--- src/rtl/mem_port_arbiter.sv ---
// mem_port_arbiter: shares one registered downstream memory port between the I and D request paths.
// Latency: mem_access rises the cycle after a grant; x_ready returns combinationally with mem_ready.
// Backpressure: requests are held until ready; `ARB_ROUND_ROBIN_EN alternates tie priority (default: D wins).
module mem_port_arbiter #(
    parameter int ADDR_WIDTH = 32,
    parameter int DATA_WIDTH = 32
) (
    input  logic                    clk,
    input  logic                    resetn,
    input  logic                    i_req,
    input  logic [ADDR_WIDTH-1:0]   i_addr,
    input  logic [1:0]              i_size,
    output logic                    i_ready,
    output logic [DATA_WIDTH-1:0]   i_rdata,
    input  logic                    d_req,
    input  logic                    d_write,
    input  logic [ADDR_WIDTH-1:0]   d_addr,
    input  logic [1:0]              d_size,
    input  logic [DATA_WIDTH/8-1:0] d_sel,
    input  logic [DATA_WIDTH-1:0]   d_wdata,
    output logic                    d_ready,
    output logic [DATA_WIDTH-1:0]   d_rdata,
    output logic [ADDR_WIDTH-1:0]   mem_a,
    output logic                    mem_access,
    output logic                    mem_write,
    output logic [1:0]              mem_size,
    output logic [DATA_WIDTH/8-1:0] mem_sel,
    output logic [DATA_WIDTH-1:0]   mem_st_data,
    input  logic                    mem_ready,
    input  logic [DATA_WIDTH-1:0]   mem_data
);

    localparam int SEL_W = DATA_WIDTH / 8;

    typedef enum logic [1:0] {
        IDLE   = 2'd0,
        BUSY_I = 2'd1,
        BUSY_D = 2'd2
    } state_t;

    state_t                  state_q, state_d;
    logic [ADDR_WIDTH-1:0]   mem_a_q, mem_a_d;
    logic                    mem_access_q, mem_access_d;
    logic                    mem_write_q, mem_write_d;
    logic [1:0]              mem_size_q, mem_size_d;
    logic [SEL_W-1:0]        mem_sel_q, mem_sel_d;
    logic [DATA_WIDTH-1:0]   mem_st_data_q, mem_st_data_d;
    logic                    grant_i, grant_d;

`ifdef ARB_ROUND_ROBIN_EN
    // prefer_i_q=0 means data side wins the next tie.
    logic prefer_i_q, prefer_i_d;

    always_comb begin
        grant_d = d_req & (~i_req | ~prefer_i_q);
        grant_i = i_req & ~grant_d;
    end

    always_comb begin
        prefer_i_d = prefer_i_q;
        if (state_q == IDLE) begin
            if (grant_d) begin
                prefer_i_d = 1'b1;
            end else if (grant_i) begin
                prefer_i_d = 1'b0;
            end
        end
    end

    always_ff @(posedge clk or negedge resetn) begin
        if (!resetn) begin
            prefer_i_q <= 1'b0;
        end else begin
            prefer_i_q <= prefer_i_d;
        end
    end
`else
    always_comb begin
        grant_d = d_req;
        grant_i = i_req & ~d_req;
    end
`endif

    always_comb begin
        state_d       = state_q;
        mem_a_d       = mem_a_q;
        mem_access_d  = mem_access_q;
        mem_write_d   = mem_write_q;
        mem_size_d    = mem_size_q;
        mem_sel_d     = mem_sel_q;
        mem_st_data_d = mem_st_data_q;
        i_ready       = 1'b0;
        d_ready       = 1'b0;

        case (state_q)
            IDLE: begin
                if (grant_d) begin
                    mem_a_d       = d_addr;
                    mem_size_d    = d_size;
                    mem_write_d   = d_write;
                    mem_sel_d     = d_sel;
                    mem_st_data_d = d_wdata;
                    mem_access_d  = 1'b1;
                    state_d       = BUSY_D;
                end else if (grant_i) begin
                    mem_a_d       = i_addr;
                    mem_size_d    = i_size;
                    mem_write_d   = 1'b0;
                    mem_sel_d     = '1;
                    mem_st_data_d = '0;
                    mem_access_d  = 1'b1;
                    state_d       = BUSY_I;
                end
            end
            // Downstream fields stay frozen; only completion ends the transfer.
            BUSY_I: begin
                if (mem_ready) begin
                    i_ready      = 1'b1;
                    mem_access_d = 1'b0;
                    state_d      = IDLE;
                end
            end
            BUSY_D: begin
                if (mem_ready) begin
                    d_ready      = 1'b1;
                    mem_access_d = 1'b0;
                    state_d      = IDLE;
                end
            end
            default: begin
                mem_access_d = 1'b0;
                state_d      = IDLE;
            end
        endcase
    end

    always_ff @(posedge clk or negedge resetn) begin
        if (!resetn) begin
            state_q       <= IDLE;
            mem_a_q       <= '0;
            mem_access_q  <= 1'b0;
            mem_write_q   <= 1'b0;
            mem_size_q    <= '0;
            mem_sel_q     <= '0;
            mem_st_data_q <= '0;
        end else begin
            state_q       <= state_d;
            mem_a_q       <= mem_a_d;
            mem_access_q  <= mem_access_d;
            mem_write_q   <= mem_write_d;
            mem_size_q    <= mem_size_d;
            mem_sel_q     <= mem_sel_d;
            mem_st_data_q <= mem_st_data_d;
        end
    end

    assign mem_a       = mem_a_q;
    assign mem_access  = mem_access_q;
    assign mem_write   = mem_write_q;
    assign mem_size    = mem_size_q;
    assign mem_sel     = mem_sel_q;
    assign mem_st_data = mem_st_data_q;
    assign i_rdata     = mem_data;
    assign d_rdata     = mem_data;

endmodule

--- config.mk ---
export PLATFORM = sky130hd
export DESIGN_NAME = mem_port_arbiter
export DESIGN_NICKNAME = d
export VERILOG_FILES = /design/src/rtl/mem_port_arbiter.sv
export SDC_FILE = /design/constraint.sdc
export NUM_CORES = 1
export LEC_CHECK = 0
export CAP_MARGIN = 25
export CORE_AREA = 2 2 109 111
export DETAILED_ROUTE_END_ITERATION = 6
export DIE_AREA = 0 0 111 113
export PLACE_DENSITY_LB_ADDON = 0.12
export SLEW_MARGIN = 20
export SYNTH_ARGS = -nofsm -noshare
export SYNTH_HDL_FRONTEND = slang
export SYNTH_SLANG_ARGS = --single-unit
--- constraint.sdc ---
create_clock -name clk -period 3.1 [get_ports clk]
set_input_delay 0.465 -clock clk [delete_from_list [all_inputs] [get_ports clk]]
set_output_delay 0.465 -clock clk [all_outputs]
set_load 0.01 [all_outputs]
# Yosys cells after proc, flatten, opt, wreduce, memory -nomap -nowiden

Index checks and enable logic that the tools add are counted.

Add/sub/neg operators: 0
$lt $le $gt $ge: 0
Bitwise operators: 2
Divide/modulo/power cells: 0
$mul: 0
Mux-type cells: 21
Equality and inequality tests: 4
Reductions and logical operators: 5
Shift operators: 0

Operator list:

| kind                                           | number |
|---|---|
| two-way mux 32 bit                             | 4 |
| two-way mux 2 bit                              | 5 |
| two-way mux 1 bit                              | 8 |
| two-way mux 4 bit                              | 2 |
| one-hot mux 2 bit (2 select lines)             | 1 |
| AND reduction 2 bit                            | 2 |
| != test 3 bit (second input constant)          | 1 |
| == test 2 x 1 -> 1 bit (second input constant) | 1 |
| == test 2 bit (second input constant)          | 1 |
| logical NOT 2 bit                              | 1 |
| != test 2 x 1 -> 1 bit (second input constant) | 1 |
| one-hot mux 1 bit (2 select lines)             | 1 |
| nonzero test 2 bit                             | 1 |
| OR reduction 2 bit                             | 1 |
| AND 1 bit                                      | 1 |
| NOT 1 bit                                      | 1 |

Register bits after elaboration: 74
Memory bits (read-only): 0
Word-level logic and storage cells: 39
Memory bits (writable): 0
Bits in latches: 0
Memories kept: 0
Output and inout bits: 138
Input port bits: 142

# Logic depth before layout (Yosys ltp)

Word-level depth: 5
Depth in mapped cells: 7
Depth with buffers taken out: 5

# Worst setup path before layout

OpenSTA, ideal clock, no wires.

Path type: register -> register
Start: reg state_q[0]
End: reg mem_st_data_q[10], in the netlist mem_st_data[10]
Stages on the path, launching flop included: 7
Path buffers: 2
Setup time: 0.121 ns
Path slack: 1.675 ns
Period minus slack after synthesis: 1.425 ns
Required time: 2.979 ns
Arrival time: 1.304 ns
Path through: dfrtp_1 -> inv_1 -> ha_1 -> and2_1 -> clkbuf_1 -> buf_2 -> a22o_1

Cells in the longest elaborated chain, start to end: 2

Ends and longest elaborated chain:

| item                          | line | text |
|---|---|---|
| from (decl)                   | 41   | `state_t state_q, state_d;` |
| from (signal assigned)        | 147  | `state_q <= state_d;` |
| logical NOT 2 bit             | 95   | `case (state_q)` |
| AND reduction 2 bit (no line) | -    |  |
| to (signal assigned)          | 153  | `mem_st_data_q <= mem_st_data_d;` |
| to (decl)                     | 47   | `logic [DATA_WIDTH-1:0] mem_st_data_q, mem_st_data_d;` |

Every way passes these cells.
A chain may end at the register's enable or synchronous reset.

# Worst setup path in the final report

Start: in mem_ready
End: out d_ready

Cells in the longest elaborated chain, start to end: 2

Ends and longest elaborated chain:

| item              | line | text |
|---|---|---|
| from (decl)       | 29   | `input logic mem_ready,` |
| two-way mux 1 bit | 124  | `if (mem_ready) begin` |
| two-way mux 1 bit | 95   |  |
| to (decl)         | 21   | `output logic d_ready,` |

Every way passes these cells.

==> out/results.ini <==
[cts]
cts_buffers = 9
cts_tree = built
htreeDepth = 3
hold_buffers = 0
clk_path_buf_depth = 2
clk_latency_ns = 0.33
ctsResizeCount = 0
cts_setup_buffers = 0
clock-root-buffer = clkbuf_16
clkTransAtPathRegs_ns = 0.06
clock_sinks = 74

[power]
switching_power_mw = 1.73
intPower_mw = 3.32
p_per_area_mw_per_mm2 = 944
swShare = 0.342
pwr-share-seq = 0.340
peakVddDrop_v = 0.000365
share_clk_of_total_power = 0.200
p_leak_nw = 2.14
p_comb_frac = 0.460

[synth]
synth.area.top_cells = dfrtp_1 (52%), buf_4 (14%), o32ai_1 (8.4%), a22o_1 (8.1%), o22ai_1 (6.2%)
synth_area_leader_cell = dfrtp_1
post-synth-top-count-cell = dfrtp_1
ys_ff_latch = 74
synth_edf_count = 0
synthArstFlopShare = 1.00
ys_seq_area_frac = 0.521
synthCells = 327
yosys-top-cells-count = dfrtp_1 (74), buf_4 (64), nor2_1 (36), o22ai_1 (35), o32ai_1 (34)
yosys_warnings = 0
postSynthAreaPerCell_um2 = 10.9
dominantRegCellSynth = dfrtp_1
syn_area_mm2 = 0.00356
synth_fp_nets = 472
yosysUniqueCellTypes = 17
synth_top_area_share = 0.521

[layout]
diodes = 0
drive_gt1_frac = 0.0584
area_growth_pct = 50.2
fill_cells = 1066
fin_cells = 588
final_core_util = 0.474
nets = 585
final_area_mm2 = 0.00534

[critical_path]
cp.arrival_ns = 1.68
r2r-end = mem_size[0]
startpoint_type = primary input
crit_required_ns = 2.63
r2r_slack_ns = 1.14
crit_slowest_cell = clkdlybuf4s50_1
r2r-start = state_q[0]
cpPeakStageDelay_ns = 0.55
worstSetupPathType = primary input to output pin
crit_fanout = 4
crit_top_cell = clkdlybuf4s50_1
worstPathCellList = clkdlybuf4s50_1 -> and2_1 -> clkdlybuf4s50_1
endpoint_kind = output pin
rr_worst_depth = 7

[die]
dieArea_mm2 = 0.0125
coreArea_mm2 = 0.0113
ioPinCount = 280
core.rowCount = 39
die_y_um = 113
fp.dieW_um = 111
initial_utilization = 0.316

[placed_design]
dp_cells = 571
place.port_buffers = 183
place_area_mm2 = 0.00503
gp_congestion = 0.736
post-dp-hpwl_mm = 7.00

[routing]
routed_wl_mm = 10.6
via_count = 3019
first_iter_violations = 173
drc = 0
drt_pre_antenna_iters = 4
routedWlPerCell_um = 17.9
via_per_inst = 5.13
ant_nets = 0

[global_routing]
met3_usage = 0.0589
grt_pass1_vias = 3168
antenna_found_initial = 0
grt.met2_usage = 0.257
grt_first_pass_wirelength_mm = 16.6
busiest_layer = met2
gr-total-overflow = 0
use_met1 = 0.214
grt_start_max_net_pins = 75
grtUsageTotal = 0.168

[flow_run]
drv_cap = 0

[sta]
hold_violations = 0
period_needed_ns = 2.15
slew_headroom = 0.579
worst_pin_slew_ns = 0.632
finClkSkew_ns = 0.00509
timing.final.crit_share = 0.693
slew_violations = 0
setup_viol = 0
rsz0062_at_grt = false
fmax_mhz = 466
hold_ws_ns = 0.0618
finalSetupTns_ns = 0

[worst_hold_path]
min_path_type = primary input to async pin

[run_status]
outcome = finished, final reports clean

## layout by cell type, fill, tap and decap left out
cell type        Yosys  final
clkdlybuf4s50_1      0    182
dfrtp_1             74     74
nor2_1              36     36
o22ai_1             35     35
o32ai_1             34     34
a22o_1              33     33
clkbuf_16            0      9
buf_4               64      9
a21oi_1              4      4
o22a_1               4      4
clkinv_2             0      4
inv_1                3      3
and2_1               4      3
nand2_1              3      3
ha_1                 3      3
nand2b_1             2      2
or2_1                1      1
and2_2               0      1
nor2b_1              1      1
clkbuf_1             9      1
clkinvlp_4           0      1
bufinv_16            0      1
buf_16               0      1
## stage by stage
stage / total power, mW / setup WS, ns
3_5_place_dp: 4.06 / 0.967
5_1_grt: 5.36 / 0.894
2_1_floorplan: 2.85 / 1.67
3_3_place_gp: 4.03 / 0.791
6_report: 5.04 / 0.952
4_1_cts: 5.11 / 0.955
## flip-flops by register name (all words and copies together), names as in the netlist
signal	count
mem_a	32
mem_access	1
mem_sel	4
mem_size	2
mem_st_data	32
mem_write	1
state_q	2
## metal layers
layer / share of wire / wire [um] / vias up
li1: - / - / 1384
met1: 0.44 / 4670 / 1445
met2: 0.44 / 4680 / 173
met3: 0.093 / 983 / 17
met4: 0.021 / 221 / 0
met5: 0 / 0 / -
## cell type report
cell class	instances	area [um2]	area share
flip-flops and latches	74	1850	0.347
repair buffers	192	1920	0.359
clock inverters	6	57.6	0.0108
inverters	3	11.3	0.00211
well taps	143	179	0.0335
multi-input cells	160	1100	0.205
clock buffers	10	229	0.0429
## logic make-up (layout without fill, tap and decap cells)
family / count (synthesis) / in the layout / share of synthesized area
adders and majority gates: 3 / 3 / 0.0106
buffers and inverters: 93 / 211 / 0.172
AOI/OAI and AO/OA: 110 / 110 / 0.242
DFF: 74 / 74 / 0.521
and+or+nand+nor: 47 / 47 / 0.0552
## critical path, delay by kind of cell
kind                   cells  cell delay [ns]
buffers and inverters      2             1.07
and+or+nand+nor            1             0.15
## worst max path at each step
stage,from,end,slack (ns)
finish,mem_ready,d_ready,0.95
global route,state_q[0],d_ready,0.89
CTS,state_q[0],d_ready,0.95
detailed placement,mem_ready,d_ready,0.97
global placement,d_req,mem_st_data[23],0.79
floorplan,state_q[0],mem_st_data[10],1.67
## power by group through the flow
stage	clock network (mW)	logic (mW)	registers, mW
3_3_place_gp	0	2.31	1.72
2_1_floorplan	0	0.954	1.90
5_1_grt	1.09	2.50	1.77
4_1_cts	1.04	2.35	1.72
6_report	1.01	2.32	1.72
3_5_place_dp	0	2.34	1.72
Note: power is estimated with default switching activity, not from simulation.
